==> config.mk <==
export PLATFORM = sky130hd
export DESIGN_NAME = fifo_rd_ctrl
export DESIGN_NICKNAME = d
export VERILOG_FILES = /design/src/rtl/fifo_rd_ctrl.sv
export SDC_FILE = /design/constraint.sdc
export NUM_CORES = 1
export LEC_CHECK = 0
export BUFFER_PORTS_ARGS = -buffer_cell sky130_fd_sc_hd__buf_4
export CELL_PAD_IN_SITES_DETAIL_PLACEMENT = 1
export CELL_PAD_IN_SITES_GLOBAL_PLACEMENT = 1
export CORE_MARGIN = 1.5
export CORE_UTILIZATION = 38
export CTS_CLUSTER_DIAMETER = 40
export DETAILED_ROUTE_END_ITERATION = 6
export PLACE_DENSITY = 0.77
export SETUP_SLACK_MARGIN = 0.15
export SYNTH_ARGS = -nofsm -noshare
export SYNTH_HDL_FRONTEND = slang
export SYNTH_SLANG_ARGS = --single-unit
==> constraint.sdc <==
create_clock -name i_clk -period 3.3 [get_ports i_clk]
set_clock_uncertainty 0.1 [all_clocks]
set_input_delay 0.825 -clock i_clk [delete_from_list [all_inputs] [get_ports i_clk]]
set_output_delay 0.825 -clock i_clk [all_outputs]
set_load 0.02 [all_outputs]
==> src/rtl/fifo_rd_ctrl.sv <==
// fifo_rd_ctrl: read-side controller for the single-clock FIFO.
// It owns the read pointer and issues reads to storage, which has one cycle of latency.
// Returned words go through a 2-entry head/skid buffer onto a valid/ready stream.
`timescale 1ns/1ps
module fifo_rd_ctrl #(
    parameter int WIDTH  = 8,
    parameter int AWIDTH = 4
) (
    input  logic              i_clk,
    input  logic              i_rst_n,
    input  logic [AWIDTH:0]   i_wr_ptr,
    input  logic              i_flush,
    output logic [AWIDTH:0]   o_rd_ptr,
    output logic              o_mem_re,
    output logic [AWIDTH-1:0] o_mem_addr,
    input  logic [WIDTH-1:0]  i_mem_data,
    output logic              o_valid,
    output logic [WIDTH-1:0]  o_data,
    input  logic              i_ready,
    output logic              o_empty,
    output logic [AWIDTH:0]   o_level
);

    logic [1:0]       cnt;
    logic             inf;
    logic [WIDTH-1:0] skid;
    logic             pop;
    logic [2:0]       occ;
    logic [1:0]       cnt_after_pop;

    // Occupancy bookkeeping and the read-issue decision.
    // The read strobe is gated by reset, because the writer's pointer may be nonzero while the read pointer is held at 0.
    always_comb begin
        pop           = o_valid & i_ready;
        occ           = {1'b0, cnt} + {2'b00, inf} - {2'b00, pop};
        cnt_after_pop = cnt - {1'b0, pop};
        o_empty       = (o_rd_ptr == i_wr_ptr);
        o_level       = i_wr_ptr - o_rd_ptr;
        o_mem_addr    = o_rd_ptr[AWIDTH-1:0];
        o_mem_re      = i_rst_n & ~o_empty & ~i_flush & (occ < 3'd2);
    end

    // Pointer, in-flight tracking and the head/skid buffer.
    // A flush takes priority: it discards buffered and returning words, and head keeps its old value.
    always_ff @(posedge i_clk or negedge i_rst_n) begin
        if (!i_rst_n) begin
            o_rd_ptr <= '0;
            cnt      <= '0;
            inf      <= 1'b0;
            o_valid  <= 1'b0;
            o_data   <= '0;
            skid     <= '0;
        end else if (i_flush) begin
            o_rd_ptr <= i_wr_ptr;
            cnt      <= '0;
            inf      <= 1'b0;
            o_valid  <= 1'b0;
        end else begin
            if (o_mem_re) begin
                o_rd_ptr <= o_rd_ptr + (AWIDTH+1)'(1);
            end
            inf <= o_mem_re;
            // A pop at cnt=2 moves skid into head. A return lands in head only when the buffer is empty after the pop.
            if (pop && cnt == 2'd2) begin
                o_data <= skid;
            end
            if (inf) begin
                if (cnt_after_pop == 2'd0) begin
                    o_data <= i_mem_data;
                end else begin
                    skid <= i_mem_data;
                end
            end
            cnt     <= occ[1:0];
            o_valid <= (occ != 3'd0);
        end
    end

endmodule

# --- Yosys cells after proc, flatten, opt, wreduce, memory -nomap -nowiden ---
# Index checks and enable logic that the tools add are counted.
op_classes:
  muxes: 8
  n_lt_le_gt_ge: 1
  eq_ne: 2
  reduce_logical: 5
  bitwise: 7
  n_addsub: 5
ops:
  columns: ["op", "n"]
  rows:
  - ["$mux W8", 3]
  - ["$mux W5", 2]
  - ["$add A5 B1 Y5 const B", 1]
  - ["$eq A5 B5 Y1", 1]
  - ["$sub A5 B5 Y5", 1]
  - ["$and A1 B1 Y1", 4]
  - ["$add A2 B1 Y3", 1]
  - ["$lt A3 B2 Y1 const B", 1]
  - ["$not A1 Y1", 3]
  - ["$reduce_and A3 Y1", 1]
  - ["$reduce_bool A3 Y1", 1]
  - ["$sub A3 B1 Y3", 1]
  - ["$eq A2 B2 Y1 const B", 1]
  - ["$logic_not A2 Y1", 1]
  - ["$mux W1", 2]
  - ["$mux W2", 1]
  - ["$reduce_bool A2 Y1", 1]
  - ["$sub A2 B1 Y2", 1]
  - ["$logic_and A1 B1 Y1", 1]
totals:
  output_inout_bits: 25
  wordCells: 34
  regBits: 25
  in_bits: 17

# --- Depth between registers and ports, before layout ---
depth:
  word_depth: 7
  depth_mapped: 10
  mapped_depth_nobuf: 9

# --- Worst setup path after synthesis ---
# No wires, ideal clock.
synth_timing:
  path_type: "input port to output port"
  start: "input port i_ready"
  end: "output port o_mem_re"
  arrival_ns: 2.496
  path_slack_ns: -0.121
  stages: 9
  path_cell_list: "nand2_1 or2_2 nand2_1 ha_1 fa_1 nor2b_1 o211ai_2 buf_6 nor2_1"
synth_via:
  elab_chain_cells: 4
synth_rtl:
  columns: ["item", "line", "rtl"]
  rows:
  - ["from (decl)", "19", "input logic i_ready,"]
  - ["$and A1 B1 Y1", "34", "pop = o_valid & i_ready;"]
  - ["$sub A3 B1 Y3", "35", "occ = {1'b0, cnt} + {2'b00, inf} - {2'b00, pop};"]
  - ["$lt A3 B2 Y1", "40", "o_mem_re = i_rst_n & ~o_empty & ~i_flush & (occ < 3'd2);"]
  - ["$and A1 B1 Y1", "40", null]
  - ["to (decl)", "14", "output logic o_mem_re,"]
# No other way between the ends.

# --- Final worst setup path ---
# Ends and elaborated chain as after synthesis.

==> flow_metrics.tcl <==
set metrics [dict create \
    core_area_sq_um 3416 \
    maxCapViolations 0 \
    rsz0062_at_grt "yes" \
    fin_ws_ns 0.06591 \
    hold_violations 0 \
    cts_root_buf "clkbuf_4" \
    nFillCells 387 \
    worstPathRequired_ns 2.37 \
    num_io_pins 42 \
    worst_pin_slew_ns 0.5675 \
    critPathLaunchType "input pin" \
    port_buffers 41 \
    dp.cells 213 \
    synth_edf_count 0 \
    cts_made_buffers 3 \
    die_area_sq_um 4013 \
    min_period_over_period_pct 98.00 \
    die_w_um 63.35 \
    synth.area.top_cells "dfrtp_1 (45%), mux2_2 (6.5%), a221o_1 (5.8%)" \
    cts.sinks 25 \
    vias_per_cell 5.059 \
    syn_to_final_growth_pct 35.08 \
    synth_warnings 0 \
    clock_latency_ns 0.31 \
    yosysTopAreaCell "dfrtp_1" \
    syn_inst 128 \
    antenna_found_initial 0 \
    routedWlPerCell_um 15.13 \
    holdCritPathClass "in2async" \
    grt_overflow_total 0 \
    stdcell_count 220 \
    status "complete, no violations" \
    yosysMostFrequentCell "dfrtp_1" \
    drtIter0Drc 50 \
    initial_utilization_pct 40.51 \
    drive_above_1_share_pct 43.10 \
    grt.total_usage_pct 17.63 \
    path_buf_inv 2 \
    preCtsSetupSlack_ns -0.1348 \
    report.final.slew_viol_count 0 \
    die_y_um 63.35 \
    synth_nets 153 \
    drc_errors 0 \
    grt_pass1_wl_mm 5.630 \
    cts_max_level 1 \
    nets 200 \
    gp_congestion 0.7460 \
    grt_pass1_vias 1160 \
    cts_tree "done" \
    finalPower_mw 1.624 \
    cp_max_fo 2 \
    synth_ff_type "dfrtp_1" \
    async_flop_share_pct 100.0 \
    slowest_delay_ns 0.44 \
    dp_hpwl_mm 2.636 \
    clock_path_buffers 2 \
    r2r_slack_ns 0.33 \
    grt_max_degree 26 \
    avgSynthCellArea_sq_um 10.81 \
    crit_family "simple AND/OR/NAND/NOR gates" \
    dr_total_vias 1113 \
    worstPathArrival_ns 2.31 \
    hold_buffers 0 \
    worst_path_max_delay_cell "fa_2" \
    rows 21 \
    finalSetupViolations 0 \
    max_freq_ghz 0.3092 \
    p_leak_nw 0.9158 \
    ys_seq_area_share_pct 45.21 \
    synth_top_area_share_pct 45.21 \
    powerDensity_nw_per_um2 868.8 \
    synth_area_sq_um 1384 \
    drt_wl_total_mm 3.328 \
    crit_path_end_kind "output port" \
    peakVddDrop_v 0.0003932 \
    diodes 0 \
    crit_type "in2out" \
    crit_chain "buf_8 > nand2_8 > or2_4 > nand2_4 > ha_4 > fa_2 > nor2b_2 > o211ai_2 > nor2_4 > buf_6" \
    period_needed_ns 3.234 \
    yosys-top-cells-count "dfrtp_1 (25), inv_1 (12)" \
    relSlewSlack_pct 62.03 \
    dr.pass1.iters 4 \
    clk_pin_slew_worst_paths_ns 0.14 \
    ant_nets 0 \
    synth_cell_types 37 \
    ys_seq_elements 25 \
]
placed cells by master (no fill, tap or decap), drive strengths merged, types with 3 or more instances in the layout:
cell    synthesis  final
a221o           8      8
nor2            7      7
nand3           3      3
inv            12     12
mux2            8      8
and2            8      8
ha              6      6
buf             7     50
clkbuf          1      3
dfrtp          25     25
xor2            4      4
a21oi           4      4
nand2           8      8
nor2b           4      4
stage by stage:
stage                     utilization (%)  hold slack (ns)  area, sq um   TNS, ns
after floorplan                         -           0.3706         1413         0
after global placement              51.79           0.3777         1769  -0.05520
after detailed placement            51.79           0.3873         1769   -0.2461
after CTS                           54.58           0.3919         1864         0
after global routing                54.73           0.3801         1869  -0.01200
final                               54.73           0.3927         1869         0
worst paths after layout:
| check | cells past startpoint | startpoint | end |
|---|---|---|---|
| min in group i_clk | 1 | skid[3] | skid[3] |
| min reg2reg | 1 | skid[3] | skid[3] |
| max | 10 | i_ready | o_mem_re |
| max reg2reg | 11 | o_valid | o_rd_ptr[3] |
| max in group asynchronous | 2 | i_rst_n | o_rd_ptr[0] |
| min | 2 | i_rst_n | skid[4] |
power by group:
part / internal [mW] / switching, mW / total (mW)
registers: 0.430 / 0.111 / 0.541
logic: 0.465 / 0.477 / 0.942
clock network: 0.0462 / 0.0948 / 0.141
total: 0.941 / 0.683 / 1.62
sequential cells by signal, summed over array words and instances (netlist names):
name	cells
cnt	2
inf	1
o_data	8
o_rd_ptr	5
o_valid	1
skid	8
area by class of cell:
cell class | instances | area [sq um] | area share, %
Clock buffer | 3 | 22.52 | 1.205
Timing Repair Buffer | 50 | 390.4 | 20.88
Multi-Input combinational cell | 83 | 720.7 | 38.55
Tap cell | 46 | 57.56 | 3.079
Inverter | 12 | 45.04 | 2.410
Sequential cell | 25 | 625.6 | 33.47
Clock inverter | 1 | 7.507 | 0.4016
worst register-to-register path, stage by stage (launching register included):
cell,delay (ns)
dfrtp_1,0.52
nand2_8,0.07
or2_4,0.25
nand2_4,0.07
ha_4,0.12
fa_2,0.44
nor2b_2,0.13
o211ai_2,0.13
buf_4,0.16
buf_4,0.16
or4_2,0.61
o311ai_0,0.12
metal layers:
metal,track usage [%],vias up,wire length [um]
met1,23.72,550,1460
li1,-,541,-
met5,0,-,0
met2,30.26,20,1746
met4,3.261,0,22
met3,2.679,2,99
cells by family after synthesis:
| logic type | share of synthesized area (%) |
|---|---|
| XOR/XNOR | 3.797 |
| AND/OR/NAND/NOR | 14.92 |
| flip-flops | 45.21 |
| AO/OA/AOI/OAI | 14.11 |
| buffers and inverters | 7.142 |
| adder cells (fa/ha/maj) | 8.318 |
| multiplexers | 6.510 |
what timing repair did:
action	in CTS	in global routing
resized for setup	10	2
cloned	0	0
pin swaps	5	0
endpoints found under the setup margin	1	2
buffers inserted	3	0
No activity file was read; power rests on OpenSTA's default activity.
